## src/rtl/reg_pending_scoreboard_if.sv

```systemverilog
// Bundles the issue/retire/query signals of the register-pending scoreboard.
// The master drives pipeline events and the slave (scoreboard) returns the status.
interface reg_pending_scoreboard_if #(
   parameter int SEL_W = 5
);
   localparam int N = 2**SEL_W;

   logic             issue_en;
   logic [SEL_W-1:0] issue_sel;
   logic             retire_en;
   logic [SEL_W-1:0] retire_sel;
   logic             flush;
   logic [SEL_W-1:0] rd_sel_a;
   logic [SEL_W-1:0] rd_sel_b;
   logic [N-1:0]     busy;
   logic [N-1:0]     wr_onehot;
   logic             stall_a;
   logic             stall_b;
   logic [SEL_W:0]   pending_cnt;
   logic             err;

   modport master (
      output issue_en, issue_sel, retire_en, retire_sel, flush, rd_sel_a, rd_sel_b,
      input  busy, wr_onehot, stall_a, stall_b, pending_cnt, err
   );

   modport slave (
      input  issue_en, issue_sel, retire_en, retire_sel, flush, rd_sel_a, rd_sel_b,
      output busy, wr_onehot, stall_a, stall_b, pending_cnt, err
   );
endinterface

```

## src/rtl/reg_pending_scoreboard.sv

```systemverilog
// Register-pending scoreboard: one busy bit per architectural register, set on issue,
// cleared on retire, with writeback bypass on the RAW stall outputs.
module reg_pending_scoreboard #(
   parameter int SEL_W    = 5,
   parameter bit ZERO_EN  = 1'b1,
   parameter int ZERO_IDX = 31
) (
   input logic                     clk,
   input logic                     reset,
   reg_pending_scoreboard_if.slave sb
);
   localparam int N = 2**SEL_W;

   logic [N-1:0]   busy_r;
   logic           err_r;
   logic [N-1:0]   live_mask;
   logic [N-1:0]   iss_dec;
   logic [N-1:0]   ret_dec;
   logic [SEL_W:0] cnt;
   logic           bypass_a;
   logic           bypass_b;

   function automatic logic [N-1:0] decode(input logic en, input logic [SEL_W-1:0] sel);
      logic [N-1:0] d;
      d      = '0;
      d[sel] = en;
      return d;
   endfunction

   // The hardwired zero register is masked out of both decoders, so it never becomes busy.
   always_comb begin
      live_mask = '1;
      for (int i = 0; i < N; i++) begin
         if (ZERO_EN && (i == ZERO_IDX)) live_mask[i] = 1'b0;
      end
   end

   assign iss_dec = decode(sb.issue_en, sb.issue_sel) & live_mask;
   assign ret_dec = decode(sb.retire_en, sb.retire_sel) & live_mask;

   // Issue is applied after retire so a same-cycle issue to the retiring index keeps it busy.
   always_ff @(posedge clk) begin
      if (reset) begin
         busy_r <= '0;
         err_r  <= 1'b0;
      end else begin
         if (|(ret_dec & ~busy_r)) err_r <= 1'b1;
         if (sb.flush) busy_r <= '0;
         else          busy_r <= (busy_r & ~ret_dec) | iss_dec;
      end
   end

   // A result being written back this cycle satisfies the reader through the bypass path.
   assign bypass_a = sb.retire_en && (sb.retire_sel == sb.rd_sel_a);
   assign bypass_b = sb.retire_en && (sb.retire_sel == sb.rd_sel_b);

   always_comb begin
      cnt = '0;
      for (int i = 0; i < N; i++) begin
         cnt = cnt + (SEL_W+1)'(busy_r[i]);
      end
   end

   assign sb.busy        = busy_r;
   assign sb.err         = err_r;
   assign sb.wr_onehot   = ret_dec;
   assign sb.stall_a     = busy_r[sb.rd_sel_a] && !bypass_a;
   assign sb.stall_b     = busy_r[sb.rd_sel_b] && !bypass_b;
   assign sb.pending_cnt = cnt;
endmodule
```

## src/flat_wrapper.sv

```systemverilog
// flat-port wrapper written by rule: the top's interface ports become plain ports
module reg_pending_scoreboard_flat 
#(
   parameter int SEL_W    = 5,
   parameter bit ZERO_EN  = 1'b1,
   parameter int ZERO_IDX = 31
)
  (clk, reset, sb_issue_en, sb_issue_sel, sb_retire_en, sb_retire_sel, sb_flush, sb_rd_sel_a, sb_rd_sel_b, sb_busy, sb_wr_onehot, sb_stall_a, sb_stall_b, sb_pending_cnt, sb_err);
  reg_pending_scoreboard_if #(.SEL_W(SEL_W)) sb_i ();
  input logic clk;
  input logic reset;
  input wire logic [$bits(sb_i.issue_en)-1:0] sb_issue_en;
  input wire logic [$bits(sb_i.issue_sel)-1:0] sb_issue_sel;
  input wire logic [$bits(sb_i.retire_en)-1:0] sb_retire_en;
  input wire logic [$bits(sb_i.retire_sel)-1:0] sb_retire_sel;
  input wire logic [$bits(sb_i.flush)-1:0] sb_flush;
  input wire logic [$bits(sb_i.rd_sel_a)-1:0] sb_rd_sel_a;
  input wire logic [$bits(sb_i.rd_sel_b)-1:0] sb_rd_sel_b;
  output wire logic [$bits(sb_i.busy)-1:0] sb_busy;
  output wire logic [$bits(sb_i.wr_onehot)-1:0] sb_wr_onehot;
  output wire logic [$bits(sb_i.stall_a)-1:0] sb_stall_a;
  output wire logic [$bits(sb_i.stall_b)-1:0] sb_stall_b;
  output wire logic [$bits(sb_i.pending_cnt)-1:0] sb_pending_cnt;
  output wire logic [$bits(sb_i.err)-1:0] sb_err;
  assign sb_i.issue_en = sb_issue_en;
  assign sb_i.issue_sel = sb_issue_sel;
  assign sb_i.retire_en = sb_retire_en;
  assign sb_i.retire_sel = sb_retire_sel;
  assign sb_i.flush = sb_flush;
  assign sb_i.rd_sel_a = sb_rd_sel_a;
  assign sb_i.rd_sel_b = sb_rd_sel_b;
  assign sb_busy = sb_i.busy;
  assign sb_wr_onehot = sb_i.wr_onehot;
  assign sb_stall_a = sb_i.stall_a;
  assign sb_stall_b = sb_i.stall_b;
  assign sb_pending_cnt = sb_i.pending_cnt;
  assign sb_err = sb_i.err;
  reg_pending_scoreboard #(.SEL_W(SEL_W), .ZERO_EN(ZERO_EN), .ZERO_IDX(ZERO_IDX)) u_core (.clk(clk), .reset(reset), .sb(sb_i));
endmodule
```

## config.mk

```make
export PLATFORM = sky130hd
export DESIGN_NAME = reg_pending_scoreboard_flat
export DESIGN_NICKNAME = d
export VERILOG_FILES = /design/src/rtl/reg_pending_scoreboard_if.sv /design/src/rtl/reg_pending_scoreboard.sv /design/src/flat_wrapper.sv
export SDC_FILE = /design/constraint.sdc
export NUM_CORES = 1
export LEC_CHECK = 0
export CAP_MARGIN = 20
export CORE_MARGIN = 10
export CORE_UTILIZATION = 48
export CTS_BUF_LIST = sky130_fd_sc_hd__clkbuf_8 sky130_fd_sc_hd__clkbuf_16
export CTS_CLUSTER_DIAMETER = 80
export DETAILED_ROUTE_END_ITERATION = 8
export PLACE_DENSITY = 0.81
export SKIP_LAST_GASP = 1
export SLEW_MARGIN = 20
export SYNTH_ARGS = -nofsm -noshare
export SYNTH_HDL_FRONTEND = slang
export SYNTH_SLANG_ARGS = --single-unit
export TNS_END_PERCENT = 1
```

## constraint.sdc

```tcl
create_clock -name clk -period 8.4 [get_ports clk]
set_input_delay 2.52 -clock clk [delete_from_list [all_inputs] [get_ports clk]]
set_output_delay 2.52 -clock clk [all_outputs]
set_load 0.02 [all_outputs]
```

---- Word-level counts from Yosys, hierarchy flattened ----
Cells that the tools add are included.
storage, ports and cells
  word-level logic and storage cells ...... 66
  flip-flop bits (word level) ............. 33
cells by class
  equal/unequal tests ..................... 2
  add/sub/neg operators ................... 31
  reductions and logical operators ........ 10
  muxes and demuxes ....................... 8
  bitwise gates (word level) .............. 7
  magnitude comparators ................... 6
operators by type and width
  kind                                                                          number
  6-bit by 1-bit adder with 6-bit output                                        30
  31-bit bitwise AND                                                            2
  31-bit by 32-bit bitwise AND with 32-bit output                               1
  32-bit bitwise AND                                                            1
  31-bit NOT with 32-bit output                                                 1
  32-bit NOT                                                                    1
  32-bit by 31-bit bitwise OR with 32-bit output                                1
  32-bit OR reduction                                                           1
  5-bit by 6-bit less-than comparator with 1-bit output, second input constant  4
  1-bit binary-select mux with 5-bit select                                     2
  1-bit demux with 5-bit select                                                 2
  5-bit equality test                                                           2
  5-bit by 1-bit >= comparator with 1-bit output, second input constant         2
  1-bit logical AND                                                             6
  1-bit 2-to-1 mux                                                              4
  1-bit by 1-bit adder with 2-bit output                                        1
  1-bit logical NOT                                                             2
  2-bit OR reduction                                                            1

---- Depth between registers and ports, before layout ----
Gate-level depths: netlist (run 1).
  word-level depth ........................ 31
  depth in mapped cells ................... 17
  mapped depth without buffers ............ 17

---- Worst setup path after synthesis (run 1) ----
Ideal clock, no wire load.
  kind .................................... register to output
  from .................................... reg u_core.busy_r[1] (netlist: u_core.sb.busy[1])
  to ...................................... out sb_pending_cnt[4]
  required time ........................... 5.880 ns
  setup slack ............................. 1.007 ns
  arrival time ............................ 4.873 ns
  stages on the path, launching flop included .. 17
  cells stage by stage .................... dfxtp_1 -> ha_1 -> inv_1 -> fa_1 -> fa_1 -> fa_1 -> fa_1 -> fa_1 -> fa_1 -> inv_1 -> ha_1 -> inv_1 -> fa_1 -> inv_1 -> a21o_1 -> a21oi_1 -> xnor2_1
between the ends
  cells in the longest elaborated chain, start to end .. 31
RTL lines
  element                                               RTL line                      RTL
  start: declaration                                    reg_pending_scoreboard.sv:14  logic [N-1:0] busy_r;
  start signal: assignment                              reg_pending_scoreboard.sv:49  else busy_r <= (busy_r & ~ret_dec) | iss_dec;
  1-bit by 1-bit adder with 2-bit output                reg_pending_scoreboard.sv:60  cnt = cnt + (SEL_W+1)'(busy_r[i]);
  6-bit by 1-bit adder with 6-bit output (30 in a row)  reg_pending_scoreboard.sv:60
  end: declaration                                      flat_wrapper.sv:23            output wire logic [$bits(sb_i.pending_cnt)-1:0] sb_pending_cnt;
Every way passes these cells.

---- Worst setup path after layout (run 1) ----
  from .................................... reg u_core.busy_r[0] (netlist: u_core.sb.busy[0])
  to ...................................... out sb_pending_cnt[4]
The elaborated chain is that of the path after synthesis.

==> results of run 1 <==
-- where the power goes --
group	internal (mW)	switching [mW]
logic	0.0355	0.0495
clock network	0.105	0.0616
registers	0.153	0.00197
total	0.293	0.113
-- area by class of cell --
| cell class | instances | area share (%) |
|---|---|---|
| Multi-Input combinational cell | 291 | 52.9 |
| Timing Repair Buffer | 103 | 23.0 |
| Inverter | 52 | 4.43 |
| Tap cell | 80 | 2.27 |
| Clock inverter | 1 | 0.682 |
| Clock buffer | 7 | 2.19 |
| Sequential cell | 32 | 14.6 |
-- synthesized netlist by cell type (all sizes together), types with 2 or more instances --
master,n,share of area [%]
inv,52,6.0
nand2,50,5.7
dfxtp,32,20
a21oi,31,4.7
nor2,30,3.4
o21ai,24,3.7
fa,23,14
mux4,16,12
buf,14,2.8
nor3,13,2.0
nand2b,12,2.3
ha,9,3.4
xor2,8,2.1
clkbuf,7,0.80
mux2i,7,2.1
nor2b,6,1.1
nand3,5,0.77
nor3b,5,1.1
o22ai,5,0.96
xnor2,5,1.3
a22oi,4,0.92
and3b,3,0.80
mux2,3,1.0
nor4,3,0.57
nor4b,3,0.80
a2111oi,2,0.54
a21o,2,0.46
and3,2,0.38
nand4,2,0.38
or2,2,0.38
-- worst max-delay path, stage by stage, from the launching register on --
cell	delay, ns
dfxtp_1	0.43
ha_1	0.27
inv_1	0.07
fa_1	0.43
fa_1	0.55
fa_1	0.45
fa_1	0.51
fa_1	0.53
fa_1	0.40
inv_1	0.06
ha_1	0.16
inv_1	0.05
fa_1	0.40
inv_1	0.07
a21o_1	0.10
a21oi_1	0.07
xnor2_1	0.13
clkdlybuf4s50_1	0.62
-- path summary, 6_finish.rpt --
| path | startpoint | to |
|---|---|---|
| setup / recovery | u_core.sb.busy[0] | sb_pending_cnt[4] |
| hold / removal | u_core.sb.busy[1] | u_core.sb.busy[1] |
| setup reg to reg | u_core.sb.busy[23] | u_core.sb.err |
| hold reg to reg | u_core.sb.busy[1] | u_core.sb.busy[1] |
-- metrics by stage --
stage / worst slack, ns / std cells / area, um2
after floorplan: 1.01 / 396 / 3270
after global placement: 0.652 / 558 / 4270
after detailed placement: 0.537 / 558 / 4270
after CTS: 0.204 / 566 / 4400
after global routing: -0.0178 / 566 / 4400
final: 0.281 / 566 / 4400
-- cell families (layout without fill, tap and decap cells) --
group | after synthesis | after routing | synth area share (%)
flops | 32 | 32 | 19.6
mux | 26 | 26 | 14.9
compound gates | 80 | 80 | 14.5
buf+inv | 73 | 163 | 9.61
simple gates | 138 | 138 | 20.3
other cells | 1 | 2 | 0.115
xor+xnor | 13 | 13 | 3.48
fa+ha+maj | 32 | 32 | 17.5
-- per-layer routing --
layer,global-route usage (%),up-vias,share of wire [%]
li1,-,1527,-
met2,40.3,257,48
met5,0,-,0
met4,9.22,0,3.2
met1,28.0,1593,35
met3,8.85,41,14
-- state kept, by name (all words and copies together) (netlist names) --
| register | flops |
|---|---|
| u_core.sb.err | 1 |
| u_core.sb.busy | 31 |
-- repair_timing --
action,in CTS,in global routing
resized for setup,0,2
endpoints found under the hold margin,0,0
setup endpoints to repair,0,3
==> results.txt, run 1 <==
run status = finished clean
clock latency on the worst-skew pair = 0.29 ns
Num CTS Buffers = 5
chip width = 103 um
sequential cell area = 642 um2
utilization after layout = 65.5%
Ports = 98
post-CTS setup repair buffer count = 0
area of the multi-input gates = 2330 um2
post-route ant nets = 0
layout net count = 542
worst-path fanout max = 6
sequential-to-total area share from yosys stat = 19.6%
CP Launch Type = register
Mapped Area = 3270 um2
Syn Inst Count = 395
global-route wire length before repair = 19500 um
Post-synth top flop = dfxtp_1
Setup Skew = 0.00564 ns
drt total wl = 12400 um
total congestion overflow = 0
clock sinks = 32
chip height = 103 um
Fmax = 123 MHz
largest net degree at the start of global routing = 32
Max Cap Violations = 0
CTS Hold Bufs = 0
Starting Density = 48.7%
Yosys warning count = 0
LEAKAGE = 1.70 nW
final hold slack = 0.538 ns
Power Total = 406 uW
share of layout cells above drive strength 1 = 7.00%
cell area power density = 92.3 nW/um2
via count = 3418
CTS H-tree lvls = 2
Row Count = 30
Antenna Cells = 0
Netlist cell types = 49
initial antenna violation count = 0
root buf cell = clkbuf_8
Total GRT Usage = 24.3%
worst reg2reg path depth = 5
#FFs+latches synth = 32
CTS tree = done
Hold Path Class = register to register
register clock-pin slew on the reported worst setup and hold paths = 0.06 ns
HPWL after DPL = 9660 um
Arr. time, crit path = 5.60 ns
routability congestion estimate = 1.04
Worst-Margin Slew = 0.757 ns
hold depth = 2
Post-synth ARST share = 0%
critical path endpoint category = output port
Final Cycle Share = 96.7%
reg-to-reg setup timing slack = 6.40 ns
Port Buffers = 95
crit path kind = register to output port
Clock Path Buffers = 2
Via-to-Cell Ratio = 6.04
die area = 10500 um2
RSZ-0062 raised after global routing = yes
detailed-route DRC error count = 0
vias in the first global route = 3482
synth-to-layout area growth = 34.6%
Starting DRT DRC Count = 430
Post-synth EDFFs = 0
fin. max-slew vios = 0
Fin. Hold Viols = 0
TNS Setup = 0 ns
core box area = 6720 um2
DR pass1 iterations = 5
synthesized area per cell = 8.28 um2
crit path time final = 8.12 ns
required time of the worst setup path = 5.88 ns
commonest non-fill, non-tap cells in the layout = 95 x clkdlybuf4s50_1, 52 x inv_1, 50 x nand2_1
routed len/inst = 22.0 um
final setup fails = 0
Rel. slew slack = 49.3%
Max IR drop VDD = 0.0912 mV
commonest non-fill, non-tap cell in the layout = clkdlybuf4s50_1
fillers = 559
Note: power is estimated with default switching activity, not from simulation.
==> run 2, diff against run 1 <==
--- a/config.mk
+++ b/config.mk
@@ -6,12 +6,15 @@
 export NUM_CORES = 1
 export LEC_CHECK = 0
 export CAP_MARGIN = 20
+export CORE_ASPECT_RATIO = 1.1
 export CORE_MARGIN = 10
 export CORE_UTILIZATION = 48
 export CTS_BUF_LIST = sky130_fd_sc_hd__clkbuf_8 sky130_fd_sc_hd__clkbuf_16
 export CTS_CLUSTER_DIAMETER = 80
 export DETAILED_ROUTE_END_ITERATION = 8
 export PLACE_DENSITY = 0.81
+export REMOVE_ABC_BUFFERS = 1
+export SETUP_SLACK_MARGIN = 0.5
 export SKIP_LAST_GASP = 1
 export SLEW_MARGIN = 20
 export SYNTH_ARGS = -nofsm -noshare
==> results.txt, run 2 (same netlist as run 1, synthesis figures left out) <==
Total GRT Usage = 23.8% (-0.52 points)
initial antenna violation count = 0 (unchanged)
DR pass1 iterations = 7 (+2)
LEAKAGE = 1.72 nW (+1.0%)
Port Buffers = 95 (unchanged)
register clock-pin slew on the reported worst setup and hold paths = 0.07 ns (about the same)
Post-Place Worst Slack = 0.546 ns (+0.00886 ns)
Setup Skew = 0.00465 ns (-0.000990 ns)
Starting DRT DRC Count = 353 (-18%)
Worst-Margin Slew = 0.805 ns (+0.0478 ns)
CTS H-tree lvls = 2 (unchanged)
Reg-to-Reg Start = u_core.sb.busy[22]
vias in the first global route = 3583 (+2.9%)
Max Cap Violations = 0 (unchanged)
required time of the worst setup path = 5.88 ns (about the same)
Via-to-Cell Ratio = 6.13 (+1.6%)
Largest register FFs = 31 (unchanged)
Reg-to-Reg End = u_core.sb.err
reg-to-reg setup timing slack = 6.54 ns (+0.14 ns)
detailed-route DRC error count = 0 (unchanged)
cell area power density = 85.8 nW/um2 (-7.0%)
TNS Setup = 0 ns (unchanged)
Starting Density = 49.6% (+0.92 points)
core box area = 6590 um2 (-1.9%)
Rel. slew slack = 46.2% (-3.2 points)
Power Total = 374 uW (-7.9%)
worst reg2reg path depth = 6 (+1)
largest net degree at the start of global routing = 32 (unchanged)
critical path endpoint category = output port
share of layout cells above drive strength 1 = 6.42% (-0.58 points)
Ports = 98 (unchanged)
routability congestion estimate = 1.00 (-3.5%)
CTS Hold Bufs = 0 (unchanged)
Fin. Hold Viols = 0 (unchanged)
HPWL after DPL = 9910 um (+2.6%)
setup ws final = 0.545 ns (+0.264 ns)
commonest non-fill, non-tap cells in the layout = 92 x clkdlybuf4s50_1, 52 x inv_1, 50 x nand2_1
placed cells = 558 (unchanged)
hold depth = 2 (unchanged)
root buf cell = clkbuf_8
Num CTS Buffers = 5 (unchanged)
Hold Path Class = register to register
CP Launch Type = register
die area = 10500 um2 (about the same)
RSZ-0062 raised after global routing = yes
Post-Layout Cell Count = 565 (-0.18%)
post-CTS setup repair buffer count = 0 (unchanged)
crit path time final = 7.86 ns (-0.264 ns)
final setup fails = 0 (unchanged)
clock latency on the worst-skew pair = 0.29 ns (about the same)
CTS tree = done
max incr delay on CP = 0.63 ns (about the same)
slowest CP cell = clkdlybuf4s50_1
crit-path cells = inv_1, fa_1, fa_1, inv_1, fa_1, inv_1, fa_1, fa_1, fa_1, inv_1, ha_1, inv_1, fa_1, xnor2_1, clkdlybuf4s50_1
routed len/inst = 22.6 um (+2.9%)
Hold Path End = u_core.sb.busy[5]
post-route ant nets = 0 (unchanged)
worst-path fanout max = 5 (-1)
chip height = 107 um (+3.9%)
synth-to-layout area growth = 33.4%
Antenna Cells = 0 (unchanged)
layout net count = 540 (-0.37%)
min-delay src = u_core.sb.busy[5]
drt total wl = 12800 um (+2.7%)
Clock Path Buffers = 2 (unchanged)
Arr. time, crit path = 5.34 ns (-0.26 ns)
crit path kind = register to output port
CP most frequent cell = fa_1
total congestion overflow = 0 (unchanged)
Max IR drop VDD = 0.0600 mV (-34%)
Row Count = 31 (+3.3%)
Fmax = 127 MHz (+3.4%)
commonest non-fill, non-tap cell in the layout = clkdlybuf4s50_1
global-route wire length before repair = 20100 um (+3.4%)
Final Cycle Share = 93.5% (-3.1 points)
fin. max-slew vios = 0 (unchanged)
chip width = 98.7 um (-3.7%)
run status = finished clean
clock sinks = 32 (unchanged)
via count = 3465 (+1.4%)
run 2: layer usage:
metal	track usage, %	vias to the layer above	wire [um]
met5	0	-	0
met2	37.1	247	5690
met3	8.35	43	1590
met4	11.0	0	539
met1	28.8	1650	4960
li1	-	1525	-
run 2: metrics by stage:
| stage | instance area (um2) | utilization (%) | hold WS [ns] |
|---|---|---|---|
| global route | 4360 | 66.1 | 0.566 |
| finish | 4360 | 66.1 | 0.539 |
| detailed placement | 4260 | 64.6 | 0.535 |
| global placement | 4250 | 64.5 | 0.531 |
| CTS | 4350 | 66.0 | 0.545 |
| floorplan | 3150 | - | 0.580 |
run 2: cell type report:
cell class / count / area, um2
timing repair buffer: 101 / 1000
fill: 583 / 2230
inverter: 52 / 195
tap: 82 / 103
multi-input combinational: 291 / 2320
sequential: 32 / 643
clock buffer: 7 / 96.3
run 2: repair_timing:
item / in CTS / in global routing
endpoints found under the setup margin: 4 / 5
gates cloned: 0 / 0
endpoints found under the hold margin: 0 / 0
gates resized for setup: 1 / 4
run 2: worst max-delay path by stage:
stage                             startpoint                end  slack (ns)  cells after the start
after global placement     u_core.sb.busy[0]  sb_pending_cnt[5]        0.66                     17
after global routing       u_core.sb.busy[0]  sb_pending_cnt[2]        0.37                     14
after CTS                  u_core.sb.busy[1]  sb_pending_cnt[3]        0.26                     16
after floorplan            u_core.sb.busy[1]  sb_pending_cnt[4]        1.01                     16
after detailed placement   u_core.sb.busy[1]  sb_pending_cnt[4]        0.55                     17
final                     u_core.sb.busy[28]  sb_pending_cnt[2]        0.54                     15
run 2: critical path, delay by kind of cell, from the launching register on:
kind / cells / cell delay [ns]
flops: 1 / 0.52
fa+ha+maj: 8 / 3.38
xor+xnor: 1 / 0.16
buf+inv: 6 / 1.00
run 2: power breakdown:
part	internal, mW	switching, mW	leakage (nW)
registers	0.153	0.00198	0.259
logic	0.0355	0.0514	1.41
clock network	0.0730	0.0594	0.0503
total	0.262	0.113	1.72
==> run 3, diff against run 2 <==
--- a/config.mk
+++ b/config.mk
@@ -8,11 +8,11 @@
 export CAP_MARGIN = 20
 export CORE_ASPECT_RATIO = 1.1
 export CORE_MARGIN = 10
-export CORE_UTILIZATION = 48
-export CTS_BUF_LIST = sky130_fd_sc_hd__clkbuf_8 sky130_fd_sc_hd__clkbuf_16
+export CORE_UTILIZATION = 49
+export CTS_BUF_LIST = sky130_fd_sc_hd__clkbuf_4 sky130_fd_sc_hd__clkbuf_8
 export CTS_CLUSTER_DIAMETER = 80
 export DETAILED_ROUTE_END_ITERATION = 8
-export PLACE_DENSITY = 0.81
+export PLACE_DENSITY = 0.83
 export REMOVE_ABC_BUFFERS = 1
 export SETUP_SLACK_MARGIN = 0.5
 export SKIP_LAST_GASP = 1
==> results.txt, run 3 (same netlist as run 1, synthesis figures left out) <==
RSZ-0062 raised after global routing = yes
length of routed met2 wiring = 5660 um (-0.53%)
clock sinks = 32 (unchanged)
Starting Density = 49.9% (+0.29 points)
fillers = 570 (-2.2%)
worst-path fanout max = 6 (+1)
Largest register FFs = 31 (unchanged)
Num CTS Buffers = 5 (unchanged)
TNS Setup = 0 ns (unchanged)
cell area power density = 85.3 nW/um2 (-0.61%)
Total GRT Usage = 23.0% (-0.76 points)
clock latency on the worst-skew pair = 0.28 ns (about the same)
Seq pwr share = 41.9% (+0.5 points)
post-CTS setup repair buffer count = 0 (unchanged)
required time of the worst setup path = 5.88 ns (about the same)
critical path endpoint category = output port
Clock Path Buffers = 2 (unchanged)
min-delay src = u_core.sb.busy[1]
register clock-pin slew on the reported worst setup and hold paths = 0.07 ns (about the same)
sequential cell area = 643 um2 (unchanged)
setup ws final = 0.575 ns (+0.0307 ns)
HPWL after DPL = 9490 um (-4.2%)
die area = 10300 um2 (-1.6%)
Post-Place Worst Slack = 0.457 ns (-0.0889 ns)
Setup Skew = 0.00732 ns (+0.00268 ns)
routability congestion estimate = 0.989 (-1.3%)
reg-to-reg setup timing slack = 6.65 ns (+0.11 ns)
fin. max-slew vios = 0 (unchanged)
Ports = 98 (unchanged)
met1 wire length = 4340 um (-12%)
via count = 3495 (+0.87%)
Worst-Margin Slew = 0.778 ns (-0.0268 ns)
Int Power = 262 uW (about the same)
run status = finished clean
layout net count = 538 (-0.37%)
CTS tree = done
Reg-to-Reg Start = u_core.sb.busy[22]
total congestion overflow = 0 (unchanged)
Final Cycle Share = 93.2% (-0.36 points)
Power Total = 371 uW (-0.98%)
utilization after layout = 66.3% (+0.14 points)
Post-Layout Cell Count = 563 (-0.35%)
placed cells = 556 (-0.36%)
worst reg2reg path depth = 5 (-1)
Fin. Hold Viols = 0 (unchanged)
commonest non-fill, non-tap cell in the layout = clkdlybuf4s50_1
CP Launch Type = register
DR pass1 iterations = 5 (-2)
post-route ant nets = 0 (unchanged)
chip height = 106 um (-0.84%)
Starting DRT DRC Count = 400 (+13%)
Hold Path Class = register to register
area of the multi-input gates = 2330 um2 (+0.16%)
commonest non-fill, non-tap cells in the layout = 91 x clkdlybuf4s50_1, 52 x inv_1, 50 x nand2_1
detailed-route DRC error count = 0 (unchanged)
Hold Path End = u_core.sb.busy[1]
hold depth = 2 (unchanged)
root buf cell = clkbuf_8
routed len/inst = 21.7 um (-4.1%)
Port Buffers = 95 (unchanged)
net switching power figure = 109 uW (-3.2%)
core box area = 6560 um2 (-0.59%)
Row Count = 31 (unchanged)
drt total wl = 12200 um (-4.5%)
LEAKAGE = 1.70 nW (-1.1%)
Antenna Cells = 0 (unchanged)
switching part of the total power = 29.4% (-0.68 points)
crit path kind = register to output port
clock share of power = 35.1% (-0.3 points)
final setup fails = 0 (unchanged)
share of layout cells above drive strength 1 = 6.24% (-0.18 points)
Comb power frac = 23.1% (about the same)
chip width = 97.9 um (-0.82%)
synth-to-layout area growth = 32.9%
Reg-to-Reg End = u_core.sb.err
vias in the first global route = 3667 (+2.3%)
largest net degree at the start of global routing = 32 (unchanged)
initial antenna violation count = 0 (unchanged)
Rel. slew slack = 48.0% (+1.8 points)
CTS H-tree lvls = 2 (unchanged)
Arr. time, crit path = 5.30 ns (-0.04 ns)
metal3 WL = 1480 um (-6.7%)
Max Cap Violations = 0 (unchanged)
Max IR drop VDD = 0.0751 mV (+25%)
global-route wire length before repair = 19500 um (-3.3%)
crit path time final = 7.82 ns (-0.0307 ns)
Fmax = 128 MHz (+0.39%)
highest metal used = met4
Via-to-Cell Ratio = 6.21 (+1.2%)
-- run 3: cell types whose count changed in the layout (fill, tap and decap cells not counted), sizes merged --
cell,previous run,this run
buf,6,4
dlygate4sd2,1,3
dlymetal6s2s,2,1
clkdlybuf4s50,92,91
-- run 3: power by group through the flow --
stage | sequential (mW) | combinational, mW | clock [mW]
CTS | 0.155 | 0.0840 | 0.128
floorplan | 0.159 | 0.0376 | 0
finish | 0.155 | 0.0855 | 0.130
global route | 0.155 | 0.0917 | 0.135
global placement | 0.158 | 0.0819 | 0
detailed placement | 0.158 | 0.0833 | 0
-- run 3: per-stage QoR --
| step | instance area, um2 | hold slack (ns) |
|---|---|---|
| after floorplan | 3150 | 0.580 |
| after global placement | 4240 | 0.518 |
| after detailed placement | 4240 | 0.540 |
| after CTS | 4330 | 0.544 |
| after global routing | 4340 | 0.563 |
| final | 4340 | 0.517 |
-- run 3: routing by layer --
| metal | global-route usage [%] | up-vias |
|---|---|---|
| met1 | 26.2 | 1604 |
| met2 | 37.0 | 298 |
| li1 | - | 1521 |
| met4 | 13.9 | 0 |
| met5 | 0 | - |
| met3 | 7.25 | 72 |
-- run 3: how the worst max path moves through the flow --
| stage | end | from | slack, ns |
|---|---|---|---|
| floorplan | sb_pending_cnt[4] | u_core.sb.busy[1] | 1.01 |
| global placement | sb_pending_cnt[5] | u_core.sb.busy[1] | 0.66 |
| detailed placement | sb_pending_cnt[3] | u_core.sb.busy[1] | 0.46 |
| CTS | sb_pending_cnt[5] | u_core.sb.busy[1] | 0.39 |
| global route | sb_pending_cnt[5] | u_core.sb.busy[6] | 0.38 |
| finish | sb_pending_cnt[4] | u_core.sb.busy[24] | 0.58 |
-- run 3: final cells by class --
type / count / share of cell area, %
Multi-Input combinational cell: 291 / 53.6
Timing Repair Buffer: 99 / 22.6
Sequential cell: 32 / 14.8
Inverter: 52 / 4.49
Tap cell: 82 / 2.36
Clock buffer: 7 / 2.22
-- run 3: what timing repair did --
action / in CTS / in global routing
setup endpoints to repair: 4 / 5
pin swaps: 0 / 4
hold buffers: 0 / 0
gates resized for setup: 3 / 4
-- run 3: worst max-delay path: stages (launching register included) --
cell and delay, ns:
dfxtp_1 0.48, inv_1 0.11, fa_1 0.51, fa_1 0.50
inv_1 0.05, fa_1 0.48, inv_1 0.05, fa_1 0.46
fa_1 0.53, fa_1 0.41, inv_1 0.06, ha_1 0.16
inv_1 0.06, fa_1 0.40, inv_1 0.08, a21o_1 0.11
a21oi_1 0.07, xnor2_1 0.13, dlygate4sd2_1 0.35
